[src/rtl/icu_pkg.sv]
`default_nettype none
// ============================================================================
//  Module      : icu_pkg
//  Description : Opcode constants and sequencer state encoding shared by the
//                ICU sequencer and the ICU control decode.
//  Revision    : 1.0 - initial release
// ============================================================================
package icu_pkg;

    localparam logic [3:0] OP_NOP0 = 4'h0;
    localparam logic [3:0] OP_JMP  = 4'hC;
    localparam logic [3:0] OP_RTN  = 4'hD;
    localparam logic [3:0] OP_SKZ  = 4'hE;
    localparam logic [3:0] OP_NOPF = 4'hF;

    typedef enum logic [1:0] {
        ST_HALT  = 2'd0,
        ST_FETCH = 2'd1,
        ST_EXEC  = 2'd2
    } seq_state_e;

    // Opcodes consumed by the sequencer and never issued to the ICU.
    // NOP0 is deliberately absent: it raises flag0 and also reaches the ICU.
    function automatic logic is_local_op(input logic [3:0] op);
        return (op == OP_JMP) || (op == OP_RTN) || (op == OP_SKZ) || (op == OP_NOPF);
    endfunction

endpackage
`default_nettype wire

[src/rtl/icu_ret_stack.sv]
`default_nettype none
// ============================================================================
//  Module      : icu_ret_stack
//  Description : RET_DEPTH x ADDR_W LIFO of return addresses. A push while
//                full or a pop while empty leaves the contents untouched; the
//                caller decides how to report it.
//  Revision    : 1.0 - initial release
// ============================================================================
module icu_ret_stack #(
    parameter int ADDR_W    = 8,
    parameter int RET_DEPTH = 4
) (
    input  logic              clk,
    input  logic              rst,
    input  logic              push,
    input  logic              pop,
    input  logic [ADDR_W-1:0] push_data,
    output logic [ADDR_W-1:0] top,
    output logic              full,
    output logic              empty
);

    localparam int CNT_W = $clog2(RET_DEPTH + 1);

    logic [CNT_W-1:0]  cnt_q, cnt_d;
    logic [ADDR_W-1:0] ent_q [RET_DEPTH];
    logic [ADDR_W-1:0] ent_d [RET_DEPTH];

    assign full  = (cnt_q == CNT_W'(RET_DEPTH));
    assign empty = (cnt_q == '0);

    // Top-of-stack read and push/pop bookkeeping.
    always_comb begin
        cnt_d = cnt_q;
        ent_d = ent_q;
        top   = '0;
        for (int i = 0; i < RET_DEPTH; i++) begin
            if (cnt_q == CNT_W'(i + 1)) begin
                top = ent_q[i];
            end
        end
        if (push && !full) begin
            for (int i = 0; i < RET_DEPTH; i++) begin
                if (cnt_q == CNT_W'(i)) begin
                    ent_d[i] = push_data;
                end
            end
            cnt_d = cnt_q + CNT_W'(1);
        end else if (pop && !empty) begin
            cnt_d = cnt_q - CNT_W'(1);
        end
    end

    // Stack storage and depth counter.
    always_ff @(posedge clk or negedge rst) begin
        if (!rst) begin
            cnt_q <= '0;
            for (int i = 0; i < RET_DEPTH; i++) begin
                ent_q[i] <= '0;
            end
        end else begin
            cnt_q <= cnt_d;
            ent_q <= ent_d;
        end
    end

endmodule
`default_nettype wire

[src/rtl/icu_sequencer.sv]
`default_nettype none
// ============================================================================
//  Module      : icu_sequencer
//  Description : Program sequencer for the 1-bit ICU. Fetches opcode/operand
//                pairs over a req/ack handshake, executes JMP/RTN/SKZ/NOPx
//                locally and issues the remaining opcodes to the ICU.
//  Revision    : 1.0 - initial release
// ============================================================================
module icu_sequencer
    import icu_pkg::*;
#(
    parameter int ADDR_W    = 8,
    parameter int RET_DEPTH = 4
) (
    input  logic              clk,
    input  logic              rst,
    input  logic              halt,
    output logic              mem_req,
    output logic [ADDR_W-1:0] mem_addr,
    input  logic              mem_ack,
    input  logic [3:0]        mem_inst,
    input  logic [ADDR_W-1:0] mem_opnd,
    output logic [3:0]        icu_inst,
    output logic              icu_valid,
    input  logic              rr,
    output logic              flag0,
    output logic              flagf,
    output logic [ADDR_W-1:0] pc,
    output logic              stack_err
);

    seq_state_e        state_q, state_d;
    logic [ADDR_W-1:0] pc_q, pc_d;
    logic [ADDR_W-1:0] opnd_q, opnd_d;
    logic [3:0]        op_q, op_d;
    logic              skip_q, skip_d;
    logic              mem_req_q, mem_req_d;
    logic [3:0]        icu_inst_q, icu_inst_d;
    logic              icu_valid_q, icu_valid_d;
    logic              flag0_q, flag0_d;
    logic              flagf_q, flagf_d;
    logic              stack_err_q, stack_err_d;

    logic              stk_push;
    logic              stk_pop;
    logic [ADDR_W-1:0] stk_top;
    logic              stk_full;
    logic              stk_empty;
    logic [ADDR_W-1:0] pc_inc;

    assign pc_inc = pc_q + ADDR_W'(1);

    icu_ret_stack #(
        .ADDR_W    (ADDR_W),
        .RET_DEPTH (RET_DEPTH)
    ) u_ret_stack (
        .clk       (clk),
        .rst       (rst),
        .push      (stk_push),
        .pop       (stk_pop),
        .push_data (pc_inc),
        .top       (stk_top),
        .full      (stk_full),
        .empty     (stk_empty)
    );

    // Next state, PC update and registered ICU outputs. The ICU outputs are
    // computed at the fetch-ack edge so they are live for exactly the EXEC cycle.
    always_comb begin
        state_d     = state_q;
        pc_d        = pc_q;
        opnd_d      = opnd_q;
        op_d        = op_q;
        skip_d      = skip_q;
        mem_req_d   = mem_req_q;
        stack_err_d = stack_err_q;
        icu_inst_d  = 4'h0;
        icu_valid_d = 1'b0;
        flag0_d     = 1'b0;
        flagf_d     = 1'b0;
        stk_push    = 1'b0;
        stk_pop     = 1'b0;

        case (state_q)
            ST_FETCH: begin
                // After reset mem_req is low; it rises on the first edge here.
                if (mem_req_q && mem_ack) begin
                    op_d      = mem_inst;
                    opnd_d    = mem_opnd;
                    mem_req_d = 1'b0;
                    state_d   = ST_EXEC;
                    if (!skip_q) begin
                        if (!is_local_op(mem_inst)) begin
                            icu_inst_d  = mem_inst;
                            icu_valid_d = 1'b1;
                        end
                        flag0_d = (mem_inst == OP_NOP0);
                        flagf_d = (mem_inst == OP_NOPF);
                    end
                end else begin
                    mem_req_d = 1'b1;
                end
            end

            ST_EXEC: begin
                pc_d      = pc_inc;
                state_d   = halt ? ST_HALT : ST_FETCH;
                mem_req_d = !halt;
                if (skip_q) begin
                    // Skipped slot: consumed with no side effect at all.
                    skip_d = 1'b0;
                end else begin
                    case (op_q)
                        OP_JMP: begin
                            pc_d = opnd_q;
                            if (stk_full) begin
                                stack_err_d = 1'b1;
                            end else begin
                                stk_push = 1'b1;
                            end
                        end
                        OP_RTN: begin
                            if (stk_empty) begin
                                stack_err_d = 1'b1;
                            end else begin
                                stk_pop = 1'b1;
                                pc_d    = stk_top;
                            end
                        end
                        OP_SKZ: begin
                            skip_d = !rr;
                        end
                        default: begin
                        end
                    endcase
                end
            end

            ST_HALT: begin
                if (!halt) begin
                    state_d   = ST_FETCH;
                    mem_req_d = 1'b1;
                end
            end

            default: begin
                state_d   = ST_FETCH;
                mem_req_d = 1'b0;
            end
        endcase
    end

    // State, PC and output registers.
    always_ff @(posedge clk or negedge rst) begin
        if (!rst) begin
            state_q     <= ST_FETCH;
            pc_q        <= '0;
            opnd_q      <= '0;
            op_q        <= 4'h0;
            skip_q      <= 1'b0;
            mem_req_q   <= 1'b0;
            icu_inst_q  <= 4'h0;
            icu_valid_q <= 1'b0;
            flag0_q     <= 1'b0;
            flagf_q     <= 1'b0;
            stack_err_q <= 1'b0;
        end else begin
            state_q     <= state_d;
            pc_q        <= pc_d;
            opnd_q      <= opnd_d;
            op_q        <= op_d;
            skip_q      <= skip_d;
            mem_req_q   <= mem_req_d;
            icu_inst_q  <= icu_inst_d;
            icu_valid_q <= icu_valid_d;
            flag0_q     <= flag0_d;
            flagf_q     <= flagf_d;
            stack_err_q <= stack_err_d;
        end
    end

    assign mem_req   = mem_req_q;
    assign mem_addr  = pc_q;
    assign icu_inst  = icu_inst_q;
    assign icu_valid = icu_valid_q;
    assign flag0     = flag0_q;
    assign flagf     = flagf_q;
    assign pc        = pc_q;
    assign stack_err = stack_err_q;

endmodule
`default_nettype wire

[config.mk]
export PLATFORM = sky130hd
export DESIGN_NAME = icu_sequencer
export DESIGN_NICKNAME = d
export VERILOG_FILES = /design/src/rtl/icu_pkg.sv /design/src/rtl/icu_ret_stack.sv /design/src/rtl/icu_sequencer.sv
export SDC_FILE = /design/constraint.sdc
export NUM_CORES = 1
export LEC_CHECK = 0
export CAP_MARGIN = 25
export CORE_UTILIZATION = 35
export CTS_BUF_LIST = sky130_fd_sc_hd__clkbuf_8
export CTS_CLUSTER_DIAMETER = 40
export DETAILED_ROUTE_END_ITERATION = 10
export GPL_TIMING_DRIVEN = 1
export PLACE_DENSITY = 0.6
export SYNTH_ARGS = -nofsm -noshare
export SYNTH_HDL_FRONTEND = slang
export SYNTH_HIERARCHICAL = 1
export SYNTH_SLANG_ARGS = --single-unit
[constraint.sdc]
create_clock -name clk -period 3.05 [get_ports clk]
set_input_delay 0.61 -clock clk [delete_from_list [all_inputs] [get_ports clk]]
set_output_delay 0.61 -clock clk [all_outputs]
set_load 0.05 [all_outputs]
## After elaboration in Yosys (flattened, before gate mapping)

Cells that the tools add are included.

- Flip-flop bits (word level): 67
- Output and inout port bits: 25
- Word-level logic and storage cells: 102
- Input bits: 17

- Reductions and logical operators: 22
- Equal/unequal tests: 17
- Multiplexer cells: 43
- Bitwise logic cells: 1
- Add/sub/neg operators: 3

Operators with widths:

| operator | number |
|---|---|
| 2-to-1 mux 8 bit | 6 |
| == test 4 bit (second input constant) | 7 |
| 2-to-1 mux 1 bit | 25 |
| 2-to-1 mux 4 bit | 4 |
| one-hot mux 8 bit (2 select lines) | 1 |
| AND reduction 2 bit | 6 |
| adder 8 x 1 -> 8 bit (second input constant) | 1 |
| == test 3 x 2 -> 1 bit (second input constant) | 2 |
| 2-to-1 mux 3 bit | 2 |
| one-hot mux 2 bit (3 select lines) | 1 |
| AND reduction 5 bit | 1 |
| zero test 1 bit | 4 |
| zero test 4 bit | 1 |
| 2-to-1 mux 2 bit | 2 |
| inequality test 2 x 1 -> 1 bit (second input constant) | 2 |
| inequality test 2 bit (second input constant) | 2 |
| nonzero test 2 bit | 2 |
| adder 3 x 1 -> 3 bit (second input constant) | 1 |
| == test 3 x 1 -> 1 bit (second input constant) | 1 |
| == test 3 bit (second input constant) | 1 |
| logical AND 1 bit | 3 |
| zero test 3 bit | 1 |
| logical OR 1 bit | 3 |
| one-hot mux 1 bit (3 select lines) | 1 |
| 6 further kinds | 6 |

## Longest topological paths before layout

- Depth after elaboration: 8
- Mapped depth: 11
- Gate-level depth less buffers: 10

## Cells and area by module

The synthesis kept the hierarchy.

Modules (own cells, without submodules):

| module | cells an instance | area each (µm²) | sequential area each (µm²) | instances |
|---|---|---|---|---|
| icu_ret_stack | 138 | 1714.1 | 875.8 | 1 |
| icu_sequencer | 178 | 1639.1 | 802.0 | 1 |

## Least setup slack after synthesis

Ideal clock, no wire load.

- Path kind: flip-flop to flip-flop
- Start: register u_ret_stack.cnt_q[0]
- End: register u_ret_stack/ent_q[30] (netlist name)
- Period minus slack after synthesis: 2.410 ns
- Setup slack: 0.640 ns
- Cell stages (with the launch flop): 9
- Arrival time: 2.283 ns
- Setup time: 0.128 ns
- Cell sequence: dfrtp_1 inv_1 ha_1 nand2_1 clkinv_1 nor3_1 nor2b_4 nand2_2 mux2_1

- Word-level cells in the longest chain between the ends: 7
- Elaborated cells between the ends (all ways): 9
- Those cells by class: eq/ne (1); mux (4); reduce/logical (4)

Ends and longest elaborated chain:

| element | line | RTL |
|---|---|---|
| start: declaration | icu_ret_stack.sv:25 | `logic [CNT_W-1:0] cnt_q, cnt_d;` |
| start signal: assignment | icu_ret_stack.sv:62 | `cnt_q <= cnt_d;` |
| == test 3 bit | icu_ret_stack.sv:29 | `assign full = (cnt_q == CNT_W'(RET_DEPTH));` |
| named net stk_full | icu_sequencer.sv:47 | `logic stk_full;` |
| 2-to-1 mux 1 bit | icu_sequencer.sv:116 | `if (stk_full) begin` |
| 2-to-1 mux 1 bit | icu_sequencer.sv:113 | `case (op_q)` |
| 2-to-1 mux 1 bit | icu_sequencer.sv:109 | `if (skip_q) begin` |
| 2-to-1 mux 1 bit | icu_sequencer.sv:84 | `case (state_q)` |
| named net stk_push | icu_sequencer.sv:44 | `logic stk_push;` |
| logical AND 1 bit | icu_ret_stack.sv:42 | `if (push && !full) begin` |
| AND reduction 2 bit (no source line) | -- |  |
| end signal: assignment | icu_ret_stack.sv:63 | `ent_q <= ent_d;` |
| end: declaration | icu_ret_stack.sv:26 | `logic [ADDR_W-1:0] ent_q [RET_DEPTH];` |

The timed path passes the listed nets, and every way through them passes these cells.
A chain may end at the register's enable or synchronous reset.

## Final worst setup path

- Start: register u_ret_stack.cnt_q[2]
- End: register pc_q[6], in the netlist mem_addr[6]

- Word-level cells in the longest chain between the ends: 8
- Elaborated cells between the ends (all ways): 12
- Those cells by class: eq/ne (4); mux (7); reduce/logical (1)

Ends and longest elaborated chain:

| element | line | RTL |
|---|---|---|
| == test 3 x 1 -> 1 bit | icu_ret_stack.sv:38 | `if (cnt_q == CNT_W'(i + 1)) begin` |
| 2-to-1 mux 8 bit (3 in a row) | icu_ret_stack.sv:38 |  |
| 2-to-1 mux 8 bit * | icu_ret_stack.sv:38 |  |
| named net stk_top[6] | icu_sequencer.sv:46 | `logic [ADDR_W-1:0] stk_top;` |
| 2-to-1 mux 8 bit * | icu_sequencer.sv:123 | `if (stk_empty) begin` |
| one-hot mux 8 bit (2 select lines) * | icu_sequencer.sv:113 |  |
| 2-to-1 mux 8 bit * | icu_sequencer.sv:109 |  |
| end signal: assignment | icu_sequencer.sv:169 | `pc_q <= pc_d;` |
| end: declaration | icu_sequencer.sv:33 | `logic [ADDR_W-1:0] pc_q, pc_d;` |

Mark *: on every way through the listed nets, which the timed path passes. The rest lies on a longest branch.

==> run metrics <==
ys async rst share=100.0%; gpl congestion=0.8235; Startpoint Class=flop; largest net degree at the start of global routing=68; Post-synth EDFFs=0; final net count=381; PwrDens=855.2 nW/um^2; Die Height=99.88 microns; min Tclk post-route=2572 ps; Mapped Cells=316; post-CTS setup buffers=0; CP Data Arrival Time=2850 ps; synthesized area=3353 sq um; CTS tree=done; most frequent cells in the layout=dfrtp_1 (66), nand2_1 (63), clkdlybuf4s50_1 (40); status=complete, no violations; CP endpoint kind=flop; Crit path required time=3330 ps; Num CTS Buffers=9; Hold Crit Class=primary input to async pin; leading cell type in the layout, fill and taps excluded=dfrtp_1; #FFs+latches synth=67; RSZ-0062 raised after global routing=false; WL met1=3484 microns; Root Buffer=clkbuf_8; clock net sink count=67; die area=9976 sq um; Hold Vio Cnt, Final=0; Total GRT Usage=16.88%; top routing layer used=met4; htree depth=3; hold_buf cts=0; area of the multi-input gates=1518 sq um; pre-CTS setup slack=559.1 ps; wirelength, routed=7700 microns; max-cap violations=0; met2 routed WL=3622 microns; Achievable Freq=0.3889 GHz; Primary FF master, synth=dfrtp_1; Vias per Instance=5.145; setup ws final=478.5 ps; vias in the first global route=2579; initial core utilization=36.29%; worst-case clock buffer depth=2; Layout fillers=896; clock skew=10.20 ps; CTS clk-pin slew, worst paths=80 ps; post_cts resized=0; peak supply drop=0.3867 mV; drc violations=0; setup_tns=0 ps; Slew Viols, Final=0; first-pass GRT wire length=12940 microns; initial antenna violation count=0; Routed Antenna Nets=0; Yosys warning total=6; sequential standard cell area=1678 sq um; Avg Cell Area, Syn=10.61 sq um; Tcrit/Tclk final=84.31%; layout cells sized above 1=18.51%; met3 wire length=403 microns; Crit Path Class=flop to flop; n_diodes=0; synthesis-to-finish area growth=21.53%; Netlist cell types=53; Final setup viols=0; via count=2526; Mapped Nets=340; Core Box Area=9240 sq um; worst skew pair latency=340 ps; # rows=35; post-DP HPWL=5394 microns; FF-to-FF setup slack=480 ps; Slew headroom=50.33%; Max FO, Critical Path=12; # IOs=42; cell leakage power=0.001861 uW; Seq/Total Area, Yosys=50.04%; port bufs=41; routed len/inst=15.68 microns; Die X=99.88 microns; drt pass-1 iters=4; grt total ovfl=0; DRT iter0 DRCs=129; worst-margin pin slew=743.6 ps
-- registers in the layout (all words and copies together), names as in the netlist --
register,count
op_q,4
state_q,2
skip_q,1
opnd_q,8
flag0,1
flagf,1
u_ret_stack/cnt_q,3
icu_inst,4
stack_err,1
mem_addr,8
u_ret_stack/ent_q,32
icu_valid,1
mem_req,1
-- routing by layer --
metal / GRT usage (%) / up-vias
li1: - / 1190
met4: 8.371 / 0
met5: 0 / -
met1: 21.91 / 1247
met2: 26.47 / 77
met3: 3.969 / 12
-- critical path, cell delays in order, from the launching register on --
cell and delay (ps):
dfrtp_1 570, inv_1 130, ha_1 410, nor4b_4 570, a221oi_1 160, a21oi_1 230
nand2_1 70, o221ai_1 230, a31o_2 140
-- through the flow --
stage	cell area, sq um	std cells	hold WS [ps]	util (%)	total power (uW)
2_1_floorplan	3353	316	314.4	-	2298
3_3_place_gp	3857	475	461.9	41.75	2681
3_5_place_dp	3857	475	468.2	41.75	2700
4_1_cts	4075	491	280.9	44.10	3513
5_1_grt	4075	491	291.5	44.10	3701
6_report	4075	491	269.3	44.10	3485
-- cell type report --
type	count	share of cell area (%)
sequential	67	41.17
multi-input combinational	222	37.24
timing repair buffer	47	11.36
tap	129	3.961
clock buffer	9	3.040
clock inverter	7	2.303
inverter	10	0.9211
-- where the power goes --
group	total [uW]	leakage, uW	internal (uW)	switching [uW]
sequential	1310	0.000891	1090	223
clock	801	0.0000989	457	345
combinational	1370	0.000871	486	887
total	3490	0.00186	2030	1450
-- path summary, 6_finish.rpt --
kind,startpoint,end,cells after the start
max,u_ret_stack/cnt_q[2]$_DFFE_PN0P_,mem_addr[6]$_DFFE_PN0N_,8
min,rst,u_ret_stack/ent_q[5]$_DFFE_PN0P_,2
max reg2reg,u_ret_stack/cnt_q[2]$_DFFE_PN0P_,mem_addr[6]$_DFFE_PN0N_,8
min reg2reg,stack_err$_DFFE_PN0P_,stack_err$_DFFE_PN0P_,1
max in group asynchronous,rst,state_q[0]$_DFFE_PN1P_,2
min in group clk,stack_err$_DFFE_PN0P_,stack_err$_DFFE_PN0P_,1
-- synth_stat cells (2+ instances only) --
master | n | share of area, %
a21o_1 | 2 | 0.45
a21oi_1 | 13 | 1.9
a221oi_1 | 8 | 2.1
a22o_1 | 3 | 0.78
a31o_2 | 2 | 0.52
a31oi_1 | 2 | 0.37
a32oi_1 | 3 | 0.78
and2_1 | 4 | 0.75
buf_2 | 3 | 0.45
buf_4 | 10 | 2.2
buf_6 | 2 | 0.67
clkbuf_1 | 2 | 0.22
dfrtp_1 | 66 | 49
ha_1 | 7 | 2.6
inv_1 | 9 | 1.0
mux2_2 | 31 | 10
nand2_1 | 63 | 7.1
nand2_2 | 3 | 0.56
nand2b_1 | 2 | 0.37
nand3_1 | 3 | 0.45
nand3_2 | 2 | 0.60
nand4_1 | 2 | 0.37
nor2_1 | 18 | 2.0
nor2b_1 | 5 | 0.93
nor3_1 | 5 | 0.75
nor4b_1 | 2 | 0.52
o211ai_1 | 2 | 0.45
o21ai_0 | 9 | 1.3
o21ai_1 | 3 | 0.45
o221ai_1 | 2 | 0.52
xnor2_1 | 3 | 0.78
xor2_1 | 4 | 1.0
-- logic make-up after synthesis --
group           share of synthesized area, %
simple gates                           18.40
mux                                    11.04
flops                                  50.04
compound gates                         11.38
xor+xnor                               1.828
fa+ha+maj                              2.612
buf+inv                                4.701
No activity file was read; power rests on OpenSTA's default activity.
